<file path="config.mk">
export PLATFORM = sky130hd
export DESIGN_NAME = axil_regfile_slave_flat
export DESIGN_NICKNAME = d
export VERILOG_FILES = /design/src/rtl/axil_regfile_slave_pkg.sv /design/src/rtl/axil_regfile_slave_if.sv /design/src/rtl/axil_regfile_slave_wstrb_merge.sv /design/src/rtl/axil_regfile_slave.sv /design/src/flat_wrapper.sv
export SDC_FILE = /design/constraint.sdc
export NUM_CORES = 1
export LEC_CHECK = 0
export ABC_AREA = 0
export CAP_MARGIN = 15
export CORE_MARGIN = 8
export CORE_UTILIZATION = 50
export DETAILED_ROUTE_END_ITERATION = 10
export MAX_ROUTING_LAYER = met4
export PLACE_DENSITY = 0.75
export RECOVER_POWER = 100
export SYNTH_ARGS = -nofsm -noshare
export SYNTH_HDL_FRONTEND = slang
export SYNTH_SLANG_ARGS = --single-unit
</file>
<file path="constraint.sdc">
create_clock -name ACLK -period 5.21 [get_ports ACLK]
set_clock_uncertainty 0.1 [all_clocks]
set_input_delay 0.521 -clock ACLK [delete_from_list [all_inputs] [get_ports ACLK]]
set_output_delay 0.521 -clock ACLK [all_outputs]
set_load 0.01 [all_outputs]
</file>
<file path="src/rtl/axil_regfile_slave_pkg.sv">
// ---------------------------------------------------------------------------
// axil_pkg
// Shared definitions for the AXI4-Lite register-file slave and its helpers.
//   RESP_OKAY / RESP_SLVERR : BRESP/RRESP encodings
//   wstate_e                : write-path FSM states
//   rstate_e                : read-path FSM states
// ---------------------------------------------------------------------------
package axil_pkg;

  localparam logic [1:0] RESP_OKAY   = 2'b00;
  localparam logic [1:0] RESP_SLVERR = 2'b10;

  typedef enum logic {
    W_IDLE,
    W_RESP
  } wstate_e;

  typedef enum logic {
    R_IDLE,
    R_DATA
  } rstate_e;

endpackage

</file>
<file path="src/rtl/axil_regfile_slave_if.sv">
// ---------------------------------------------------------------------------
// axil_regfile_slave_if
// AXI4-Lite bundle carrying all five channels.
//   Parameters : ADDR_WIDTH, DATA_WIDTH
//   master     : drives AW/W/AR requests and BREADY/RREADY
//   slave      : drives AWREADY/WREADY/ARREADY and the B/R responses
// ---------------------------------------------------------------------------
interface axil_regfile_slave_if #(
  parameter int ADDR_WIDTH = 32,
  parameter int DATA_WIDTH = 32
);

  logic                      AWVALID;
  logic                      AWREADY;
  logic [ADDR_WIDTH-1:0]     AWADDR;
  logic [2:0]                AWPROT;

  logic                      WVALID;
  logic                      WREADY;
  logic [DATA_WIDTH-1:0]     WDATA;
  logic [DATA_WIDTH/8-1:0]   WSTRB;

  logic                      BVALID;
  logic                      BREADY;
  logic [1:0]                BRESP;

  logic                      ARVALID;
  logic                      ARREADY;
  logic [ADDR_WIDTH-1:0]     ARADDR;
  logic [2:0]                ARPROT;

  logic                      RVALID;
  logic                      RREADY;
  logic [DATA_WIDTH-1:0]     RDATA;
  logic [1:0]                RRESP;

  modport master (
    output AWVALID, AWADDR, AWPROT, WVALID, WDATA, WSTRB, BREADY,
           ARVALID, ARADDR, ARPROT, RREADY,
    input  AWREADY, WREADY, BVALID, BRESP, ARREADY, RVALID, RDATA, RRESP
  );

  modport slave (
    input  AWVALID, AWADDR, AWPROT, WVALID, WDATA, WSTRB, BREADY,
           ARVALID, ARADDR, ARPROT, RREADY,
    output AWREADY, WREADY, BVALID, BRESP, ARREADY, RVALID, RDATA, RRESP
  );

endinterface

</file>
<file path="src/rtl/axil_regfile_slave_wstrb_merge.sv">
// ---------------------------------------------------------------------------
// axil_wstrb_merge
// Combinational byte-lane merge: every lane whose strobe bit is set takes the
// new write data, every other lane keeps the old register contents.
//   oldData_i    : current register value
//   wData_i      : write data
//   wStrb_i      : byte enables, one per 8-bit lane
//   mergedData_o : resulting register value
// ---------------------------------------------------------------------------
module axil_wstrb_merge #(
  parameter int DATA_WIDTH = 32
) (
  input  logic [DATA_WIDTH-1:0]   oldData_i,
  input  logic [DATA_WIDTH-1:0]   wData_i,
  input  logic [DATA_WIDTH/8-1:0] wStrb_i,
  output logic [DATA_WIDTH-1:0]   mergedData_o
);

  always_comb begin
    mergedData_o = oldData_i;
    for (int i = 0; i < DATA_WIDTH/8; i++) begin
      if (wStrb_i[i]) begin
        mergedData_o[i*8 +: 8] = wData_i[i*8 +: 8];
      end
    end
  end

endmodule

</file>
<file path="src/rtl/axil_regfile_slave.sv">
// ---------------------------------------------------------------------------
// axil_regfile_slave
// AXI4-Lite slave terminating all five channels into a bank of NUM_REGS
// registers, with address decode, WSTRB byte-lane writes and OKAY/SLVERR
// responses. Write and read paths are independent FSMs.
//   ACLK    : clock
//   ARESETn : asynchronous active-low reset
//   bus     : AXI4-Lite slave modport (AW, W, B, AR, R channels)
// Parameters: ADDR_WIDTH, DATA_WIDTH (32 or 64), NUM_REGS (power of two,
// >= 2), RESET_VAL.
// Optional build macro AXIL_PROT_CHECK_EN: the upper half of the register
// bank becomes privileged and needs PROT[0]=1, otherwise SLVERR.
// ---------------------------------------------------------------------------
module axil_regfile_slave
  import axil_pkg::*;
#(
  parameter int                    ADDR_WIDTH = 32,
  parameter int                    DATA_WIDTH = 32,
  parameter int                    NUM_REGS   = 16,
  parameter logic [DATA_WIDTH-1:0] RESET_VAL  = '0
) (
  input logic                 ACLK,
  input logic                 ARESETn,
  axil_regfile_slave_if.slave bus
);

  localparam int STRB_W = DATA_WIDTH / 8;
  localparam int LSB    = $clog2(STRB_W);
  localparam int IDX_W  = $clog2(NUM_REGS);

  logic [DATA_WIDTH-1:0] regs_q [NUM_REGS];

  // Write path state
  wstate_e               wState_q, wState_d;
  logic                  awReady_q, awReady_d;
  logic                  wReady_q, wReady_d;
  logic                  awHave_q, awHave_d;
  logic                  wHave_q, wHave_d;
  logic                  bValid_q, bValid_d;
  logic [1:0]            bResp_q, bResp_d;
  logic [ADDR_WIDTH-1:0] awAddr_q, awAddr_d;
  logic [DATA_WIDTH-1:0] wData_q, wData_d;
  logic [STRB_W-1:0]     wStrb_q, wStrb_d;

  // Read path state
  rstate_e               rState_q, rState_d;
  logic                  arReady_q, arReady_d;
  logic                  arHave_q, arHave_d;
  logic                  rValid_q, rValid_d;
  logic [1:0]            rResp_q, rResp_d;
  logic [DATA_WIDTH-1:0] rData_q, rData_d;
  logic [ADDR_WIDTH-1:0] arAddr_q, arAddr_d;

  logic                  regWe;
  logic [IDX_W-1:0]      wIdx;
  logic [IDX_W-1:0]      rIdx;
  logic                  wOk;
  logic                  rOk;
  logic [DATA_WIDTH-1:0] mergedData;

  // An address is in range when every bit above the register index is zero,
  // which is the same as (addr >> LSB) < NUM_REGS for a power-of-two bank.
  assign wIdx = awAddr_q[LSB +: IDX_W];
  assign rIdx = arAddr_q[LSB +: IDX_W];

`ifdef AXIL_PROT_CHECK_EN
  logic awProt0_q, awProt0_d;
  logic arProt0_q, arProt0_d;

  // The top index bit marks the privileged upper half of the bank.
  assign wOk = (awAddr_q[ADDR_WIDTH-1:LSB+IDX_W] == '0) && !(wIdx[IDX_W-1] && !awProt0_q);
  assign rOk = (arAddr_q[ADDR_WIDTH-1:LSB+IDX_W] == '0) && !(rIdx[IDX_W-1] && !arProt0_q);

  always_ff @(posedge ACLK or negedge ARESETn) begin
    if (!ARESETn) begin
      awProt0_q <= 1'b0;
      arProt0_q <= 1'b0;
    end else begin
      awProt0_q <= awProt0_d;
      arProt0_q <= arProt0_d;
    end
  end

  always_comb begin
    awProt0_d = awProt0_q;
    arProt0_d = arProt0_q;
    if (wState_q == W_IDLE && awReady_q && bus.AWVALID) awProt0_d = bus.AWPROT[0];
    if (rState_q == R_IDLE && arReady_q && bus.ARVALID) arProt0_d = bus.ARPROT[0];
  end
`else
  assign wOk = (awAddr_q[ADDR_WIDTH-1:LSB+IDX_W] == '0);
  assign rOk = (arAddr_q[ADDR_WIDTH-1:LSB+IDX_W] == '0);
`endif

  // Sub-word address bits and the PROT fields are intentionally not decoded.
  logic unusedBits;
  assign unusedBits = &{1'b0, bus.AWPROT, bus.ARPROT, awAddr_q[LSB-1:0], arAddr_q[LSB-1:0]};

  axil_wstrb_merge #(
    .DATA_WIDTH (DATA_WIDTH)
  ) u_merge (
    .oldData_i    (regs_q[wIdx]),
    .wData_i      (wData_q),
    .wStrb_i      (wStrb_q),
    .mergedData_o (mergedData)
  );

  // Write FSM next state. AW and W are captured independently; the edge after
  // both are held performs the register update and raises BVALID. The have
  // flags distinguish "captured" from the post-reset cycle where the READYs
  // are still low.
  always_comb begin
    wState_d  = wState_q;
    awReady_d = awReady_q;
    wReady_d  = wReady_q;
    awHave_d  = awHave_q;
    wHave_d   = wHave_q;
    bValid_d  = bValid_q;
    bResp_d   = bResp_q;
    awAddr_d  = awAddr_q;
    wData_d   = wData_q;
    wStrb_d   = wStrb_q;
    regWe     = 1'b0;
    case (wState_q)
      W_IDLE: begin
        if (awHave_q && wHave_q) begin
          regWe     = wOk;
          bValid_d  = 1'b1;
          bResp_d   = wOk ? RESP_OKAY : RESP_SLVERR;
          awHave_d  = 1'b0;
          wHave_d   = 1'b0;
          awReady_d = 1'b0;
          wReady_d  = 1'b0;
          wState_d  = W_RESP;
        end else begin
          if (awReady_q && bus.AWVALID) begin
            awHave_d = 1'b1;
            awAddr_d = bus.AWADDR;
          end
          if (wReady_q && bus.WVALID) begin
            wHave_d = 1'b1;
            wData_d = bus.WDATA;
            wStrb_d = bus.WSTRB;
          end
          awReady_d = !awHave_d;
          wReady_d  = !wHave_d;
        end
      end
      W_RESP: begin
        if (bus.BREADY) begin
          bValid_d  = 1'b0;
          awReady_d = 1'b1;
          wReady_d  = 1'b1;
          wState_d  = W_IDLE;
        end
      end
      default: wState_d = W_IDLE;
    endcase
  end

  always_ff @(posedge ACLK or negedge ARESETn) begin
    if (!ARESETn) begin
      wState_q  <= W_IDLE;
      awReady_q <= 1'b0;
      wReady_q  <= 1'b0;
      awHave_q  <= 1'b0;
      wHave_q   <= 1'b0;
      bValid_q  <= 1'b0;
      bResp_q   <= RESP_OKAY;
      awAddr_q  <= '0;
      wData_q   <= '0;
      wStrb_q   <= '0;
    end else begin
      wState_q  <= wState_d;
      awReady_q <= awReady_d;
      wReady_q  <= wReady_d;
      awHave_q  <= awHave_d;
      wHave_q   <= wHave_d;
      bValid_q  <= bValid_d;
      bResp_q   <= bResp_d;
      awAddr_q  <= awAddr_d;
      wData_q   <= wData_d;
      wStrb_q   <= wStrb_d;
    end
  end

  always_ff @(posedge ACLK or negedge ARESETn) begin
    if (!ARESETn) begin
      for (int i = 0; i < NUM_REGS; i++) begin
        regs_q[i] <= RESET_VAL;
      end
    end else if (regWe) begin
      regs_q[wIdx] <= mergedData;
    end
  end

  // Read FSM next state. The AR handshake only captures the address; the
  // following edge samples the bank, so a write landing on that same edge is
  // not yet visible.
  always_comb begin
    rState_d  = rState_q;
    arReady_d = arReady_q;
    arHave_d  = arHave_q;
    rValid_d  = rValid_q;
    rResp_d   = rResp_q;
    rData_d   = rData_q;
    arAddr_d  = arAddr_q;
    case (rState_q)
      R_IDLE: begin
        if (arHave_q) begin
          rValid_d  = 1'b1;
          rData_d   = rOk ? regs_q[rIdx] : '0;
          rResp_d   = rOk ? RESP_OKAY : RESP_SLVERR;
          arHave_d  = 1'b0;
          arReady_d = 1'b0;
          rState_d  = R_DATA;
        end else if (arReady_q && bus.ARVALID) begin
          arHave_d  = 1'b1;
          arAddr_d  = bus.ARADDR;
          arReady_d = 1'b0;
        end else begin
          arReady_d = 1'b1;
        end
      end
      R_DATA: begin
        if (bus.RREADY) begin
          rValid_d  = 1'b0;
          arReady_d = 1'b1;
          rState_d  = R_IDLE;
        end
      end
      default: rState_d = R_IDLE;
    endcase
  end

  always_ff @(posedge ACLK or negedge ARESETn) begin
    if (!ARESETn) begin
      rState_q  <= R_IDLE;
      arReady_q <= 1'b0;
      arHave_q  <= 1'b0;
      rValid_q  <= 1'b0;
      rResp_q   <= RESP_OKAY;
      rData_q   <= '0;
      arAddr_q  <= '0;
    end else begin
      rState_q  <= rState_d;
      arReady_q <= arReady_d;
      arHave_q  <= arHave_d;
      rValid_q  <= rValid_d;
      rResp_q   <= rResp_d;
      rData_q   <= rData_d;
      arAddr_q  <= arAddr_d;
    end
  end

  assign bus.AWREADY = awReady_q;
  assign bus.WREADY  = wReady_q;
  assign bus.BVALID  = bValid_q;
  assign bus.BRESP   = bResp_q;
  assign bus.ARREADY = arReady_q;
  assign bus.RVALID  = rValid_q;
  assign bus.RDATA   = rData_q;
  assign bus.RRESP   = rResp_q;

endmodule
</file>
<file path="src/flat_wrapper.sv">
// flat-port wrapper written by rule: the top's interface ports become plain ports
module axil_regfile_slave_flat import axil_pkg::*;
#(
  parameter int                    ADDR_WIDTH = 32,
  parameter int                    DATA_WIDTH = 32,
  parameter int                    NUM_REGS   = 16,
  parameter logic [DATA_WIDTH-1:0] RESET_VAL  = '0
)
  (ACLK, ARESETn, bus_AWVALID, bus_AWADDR, bus_AWPROT, bus_WVALID, bus_WDATA, bus_WSTRB, bus_BREADY, bus_ARVALID, bus_ARADDR, bus_ARPROT, bus_RREADY, bus_AWREADY, bus_WREADY, bus_BVALID, bus_BRESP, bus_ARREADY, bus_RVALID, bus_RDATA, bus_RRESP);
  axil_regfile_slave_if #(.ADDR_WIDTH(ADDR_WIDTH), .DATA_WIDTH(DATA_WIDTH)) bus_i ();
  input logic ACLK;
  input logic ARESETn;
  input wire logic [$bits(bus_i.AWVALID)-1:0] bus_AWVALID;
  input wire logic [$bits(bus_i.AWADDR)-1:0] bus_AWADDR;
  input wire logic [$bits(bus_i.AWPROT)-1:0] bus_AWPROT;
  input wire logic [$bits(bus_i.WVALID)-1:0] bus_WVALID;
  input wire logic [$bits(bus_i.WDATA)-1:0] bus_WDATA;
  input wire logic [$bits(bus_i.WSTRB)-1:0] bus_WSTRB;
  input wire logic [$bits(bus_i.BREADY)-1:0] bus_BREADY;
  input wire logic [$bits(bus_i.ARVALID)-1:0] bus_ARVALID;
  input wire logic [$bits(bus_i.ARADDR)-1:0] bus_ARADDR;
  input wire logic [$bits(bus_i.ARPROT)-1:0] bus_ARPROT;
  input wire logic [$bits(bus_i.RREADY)-1:0] bus_RREADY;
  output wire logic [$bits(bus_i.AWREADY)-1:0] bus_AWREADY;
  output wire logic [$bits(bus_i.WREADY)-1:0] bus_WREADY;
  output wire logic [$bits(bus_i.BVALID)-1:0] bus_BVALID;
  output wire logic [$bits(bus_i.BRESP)-1:0] bus_BRESP;
  output wire logic [$bits(bus_i.ARREADY)-1:0] bus_ARREADY;
  output wire logic [$bits(bus_i.RVALID)-1:0] bus_RVALID;
  output wire logic [$bits(bus_i.RDATA)-1:0] bus_RDATA;
  output wire logic [$bits(bus_i.RRESP)-1:0] bus_RRESP;
  assign bus_i.AWVALID = bus_AWVALID;
  assign bus_i.AWADDR = bus_AWADDR;
  assign bus_i.AWPROT = bus_AWPROT;
  assign bus_i.WVALID = bus_WVALID;
  assign bus_i.WDATA = bus_WDATA;
  assign bus_i.WSTRB = bus_WSTRB;
  assign bus_i.BREADY = bus_BREADY;
  assign bus_i.ARVALID = bus_ARVALID;
  assign bus_i.ARADDR = bus_ARADDR;
  assign bus_i.ARPROT = bus_ARPROT;
  assign bus_i.RREADY = bus_RREADY;
  assign bus_AWREADY = bus_i.AWREADY;
  assign bus_WREADY = bus_i.WREADY;
  assign bus_BVALID = bus_i.BVALID;
  assign bus_BRESP = bus_i.BRESP;
  assign bus_ARREADY = bus_i.ARREADY;
  assign bus_RVALID = bus_i.RVALID;
  assign bus_RDATA = bus_i.RDATA;
  assign bus_RRESP = bus_i.RRESP;
  axil_regfile_slave #(.ADDR_WIDTH(ADDR_WIDTH), .DATA_WIDTH(DATA_WIDTH), .NUM_REGS(NUM_REGS), .RESET_VAL(RESET_VAL)) u_core (.ACLK(ACLK), .ARESETn(ARESETn), .bus(bus_i));
endmodule
</file>
After elaboration in Yosys (flattened, before gate mapping). Cells that the tools add are included.

Flip-flop bits (word level): 658. Latch bits: 0. RAM bits: 0. Bits in read-only memories: 0. Input bits: 113. Output and inout port bits: 41. Logic and storage cells: 111. Memories kept: 0.

Add/sub/neg operators: 0. $mul: 0. Div/mod/pow operators: 0. Order comparisons: 3. Eq/ne operators: 4. Shift-type cells: 0. Muxes and demuxes: 49. Bitwise operators: 6. Reductions and logical operators: 16.

Operator list (number): $bwmux 512 (1); $bmux 32 s4 (2); $mux 32 (6); $demux 32 s4 (1); $logic_not 26->1 (2); $mux 8 (4); $mux 1 (26); $pmux 1 s2 (7); $ge 5x5->1 const B (2); $not 4->5 (2); $reduce_and 3->1 (3); $reduce_and 2->1 (4); $logic_and 1x1->1 (5); $lt 5x1->1 const B (1); $mux 2 (2); $ne 2x1->1 const B (2); $ne 2x2->1 const B (2); $not 1->1 (4); $logic_not 1->1 (2).

Logic depth before layout (Yosys ltp).
Depth after elaboration: 7. Depth in mapped cells: 11. Mapped depth without buffers: 5.

Modules after synthesis. A second synthesis with hierarchy kept.

Cells, all modules: 2199. Area total of the unflattened synthesis: 33413.3 µm².

Modules (own cells, without submodules): axil_regfile_slave (times used 1, cells an instance 2163, area an instance 32887.8 µm², seq. area each 16315.6 µm²); axil_wstrb_merge (times used 1, cells an instance 36, area an instance 525.5 µm², seq. area each 0.0 µm²).

Worst setup path after synthesis. OpenSTA, ideal clock, no wires.

Path type: register to register. Start point: register u_core.awAddr_q[3]. End point: register u_core.regs_q[15] (netlist bit). Setup time: 137 ps. Data arrival time: 2209 ps. Data required time: 4973 ps. Setup slack: 2763 ps. Cell stages (with the launch flop): 11. Path buffers: 5. Period minus slack after synthesis: 2447 ps. Cells stage by stage: dfrtp_1 > buf_2 > buf_6 > buf_6 > buf_2 > mux2i_1 > o22ai_1 > or3_1 > a31oi_2 > buf_4 > o31ai_1.

Longest elaborated chain between the ends: 6. Elaborated cells between the ends (all ways): 11.

RTL lines: start, declared (line axil_regfile_slave.sv:41) `logic [ADDR_WIDTH-1:0] awAddr_q, awAddr_d;`; start signal, assigned (line axil_regfile_slave.sv:181) `awAddr_q <= awAddr_d;`; $not 4->5 (implied by the code) (*) (line axil_regfile_slave.sv:102, axil_regfile_slave.sv:193); $ge 5x5->1 (implied by the code), or another cell as far along (line axil_regfile_slave.sv:193) `regs_q[wIdx] <= mergedData;`; $logic_and 1x1->1 (implied by the code) / $mux 32 (equally long branches) (line axil_regfile_slave.sv:193, axil_regfile_slave.sv:102); $mux 32, on equally long branches (line axil_regfile_slave.sv:193, axil_regfile_slave.sv:102); $demux 32 s4 / $mux 8 (equally long branches) (line axil_regfile_slave.sv:193, axil_regfile_slave_wstrb_merge.sv:22); $bwmux 512 (*) (line axil_regfile_slave.sv:193); end signal, assigned by index (line axil_regfile_slave.sv:193); end, declared (line axil_regfile_slave.sv:31) `logic [DATA_WIDTH-1:0] regs_q [NUM_REGS];`.

Every way passes the cells marked *; elsewhere a longest branch is shown, timed or not. The select of a mux whose other input is x is not followed. A chain may end at the register's enable or synchronous reset.

Worst setup path after layout.
Start point: register u_core.awAddr_q[2]. End point: register u_core.regs_q[362] (netlist bit).

Same word-level chain as after synthesis.

==> flow_summary.toml <==
[detailed_routing]
drt_pass1_iterations = 6
routedWlPerCell_um = 29.6
drtIter0Drc = 4054
final_antenna_net_count = 0
vias = 27200
vias_per_cell = 7.04
drc = 0
drt-total-wl_um = 114000

[pwr]
p_int_uw = 10700
power_density_nw_per_um2 = 466
p_leak_uw = 0.0158
clkPwrFrac_pct = 30.3
totalPowerFinal_uw = 17700
power_switching_uw = 7000
p_comb_share_pct = 34.2
vdd_drop_max_v = 0.000397
sequentialPowerShare_pct = 35.6
sw_frac_of_total_pct = 39.6

[finish]
area_growth_pct = 12.5
final_nets = 3051
fin_util_pct = 56.7
drive_above_1_share_pct = 18.6

[floorplan]
core_sq_um = 67000
fp.dieW_um = 276
initial_utilization_pct = 50.4
std_cell_rows = 95
die-area_sq_um = 76100
dieHeight_um = 276
io_pins = 154

[timing]
slew_headroom_pct = -125
period_needed_ns = 4.69
worstMarginPinSlew_ns = 3.38
hold_ws_ns = 0.398
fmax_mhz = 213
tns_ns = 0
setup_viol_count_final = 0
rsz0062_at_grt = "no"
timing.final.max_slew_violations = 713
finalCritPeriodShare_pct = 90.1
hold_viol_final = 0

[synthesis]
synth.most_common_cell = "dfrtp_1"
netlist_top_cells_count = "652 x dfrtp_1, 474 x nand2_1, 235 x o31ai_1"
synth_edf_count = 0
synth_cell_types = 54
async_flop_share_pct = 100
seq_area_frac_synth_pct = 48.3
syn_area_sq_um = 33800
ys_ff_latch = 652
synth_top_area_cell = "dfrtp_1"
yosys_warnings = 0
synth_ff_type = "dfrtp_1"
synth_top_area_share_pct = 48.3
syn_avg_cell_area_sq_um = 11.6
yosys-top-cells-area = "dfrtp_1 48%, mux4_2 12%, nand2_1 5.3%, o31ai_1 5.2%, mux2i_1 4.7%"
syn_inst = 2919

[hold_path]
hold_class = "register to register"
min_path_cells = 2
worstHoldEndpoint = "u_core.regs_q[303]"
min_from = "u_core.regs_q[303]"

[global_route]
grt_use_total_pct = 30.8
antenna_found_initial = 2
grt_pass1_vias = 27900
grt_pass1_wl_um = 172000
grt_max_degree = 126
overflow = 0

[worst_setup_path]
cp_max_fo = 18
crit_path_start_kind = "register"
r2r_cells = 6
required_ns = 5.52
crit_type = "register to register"
reg2reg_from = "u_core.awAddr_q[2]"
arrival_ns = 5.01
rr_endpoint = "u_core.regs_q[362]"
reg2reg_slack_ns = 0.52
worst_setup_path_end_kind = "register"

[clock_network]
clk_latency_ns = 0.62
cts_setup_buffers = 0
cts_sinks = 652
cts_tree = "yes"
cts_buffers = 71
hold_buffers = 1
ctsHtreeMaxLevel = 3
post_cts_resized = 0
clkTransAtPathRegs_ns = 0.06
cts_root_buf = "clkbuf_16"
cts_buffer_depth = 3

[placed_design]
dp_hpwl_um = 65000
gp_congestion = 0.893
io_buffers = 141

[run_status]
run_status = "finished, violations left"
violations = "max-capacitance violations, max-slew violations"

[flow_run]
drv_cap = 34
[metrics by stage]
step	cells	instance area (sq um)	setup WS, ns
global placement	3723	35700	1.36
CTS	3850	38200	1.22
floorplan	2920	33800	2.76
finish	3867	38000	0.517
detailed placement	3723	35700	1.24
global route	3866	38000	0.522
[registers in the layout (all words and copies together), names as in the netlist]
signal	flops
u_core.arAddr_q	30
u_core.bus.BVALID	1
u_core.regs_q	512
u_core.bus.ARREADY	1
u_core.wState_q	1
u_core.awAddr_q	30
u_core.bus.RVALID	1
u_core.bus.AWREADY	1
u_core.wStrb_q	4
u_core.awHave_q	1
u_core.bus.RRESP	1
u_core.bus.WREADY	1
u_core.wHave_q	1
u_core.arHave_q	1
u_core.bus.RDATA	32
u_core.rState_q	1
u_core.bus.BRESP	1
u_core.wData_q	32
[critical path: stages, from the launching register on]
cell and delay, ns:
dfrtp_1 0.92, or3b_1 1.21, clkbuf_1 0.44, o22ai_1 0.15
or3_1 0.37, a31oi_1 1.07, o31ai_1 0.24
[power by group through the flow]
stage          registers, uW  clock network [uW]  logic [uW]
2_1_floorplan           5780                   0        4590
3_3_place_gp            6320                   0        5790
3_5_place_dp            6350                   0        5950
4_1_cts                 6260                5390        5960
5_1_grt                 6320                5600        6250
6_report                6290                5350        6040
[metal layers]
layer / track usage (%) / vias to the layer above / routed length, um
met5: - / - / 0
met4: 17.0 / 0 / 7200
met3: 9.21 / 541 / 15600
met2: 44.9 / 2258 / 51200
met1: 38.5 / 13500 / 40500
li1: - / 10900 / -
[logic make-up after synthesis]
family          after synthesis  share of synthesized area (%)
other cells                   1                         0.0111
buf+inv                     398                           5.28
simple gates                701                           9.67
mux                         438                           20.1
compound gates              729                           16.6
flops                       652                           48.3
[worst max path at each step]
stage / slack (ns) / cells past startpoint / to / startpoint
global placement: 1.36 / 6 / u_core.regs_q[363] / u_core.awAddr_q[12]
CTS: 1.22 / 6 / u_core.regs_q[362] / u_core.awAddr_q[12]
detailed placement: 1.24 / 6 / u_core.regs_q[362] / u_core.awAddr_q[12]
global route: 0.52 / 6 / u_core.regs_q[240] / u_core.awAddr_q[12]
finish: 0.52 / 6 / u_core.regs_q[362] / u_core.awAddr_q[2]
floorplan: 2.76 / 10 / u_core.regs_q[15] / u_core.awAddr_q[3]
[final cells by class]
| class | count | area [sq um] |
|---|---|---|
| clock buffer | 95 | 2070 |
| fill | 5448 | 29100 |
| multi-input combinational | 1870 | 15400 |
| sequential | 652 | 16300 |
| tap | 873 | 1090 |
| timing repair buffer | 238 | 2270 |
| antenna | 3 | 7.51 |
| clock inverter | 31 | 402 |
| inverter | 105 | 394 |
[placed cells by master, fill, tap and decap left out, types with 44 or more instances in the layout]
master             n
dfrtp_1          648
nand2_1          474
o31ai_1          238
mux4_2           182
mux2i_1          160
o21ai_0          132
o22ai_1          106
inv_1            103
clkdlybuf4s50_1  101
mux2_2            96
clkbuf_16         75
buf_4             69
a22oi_1           64
nor2_1            51
or3_1             48
or4_1             44
Note: power is estimated with default switching activity, not from simulation.
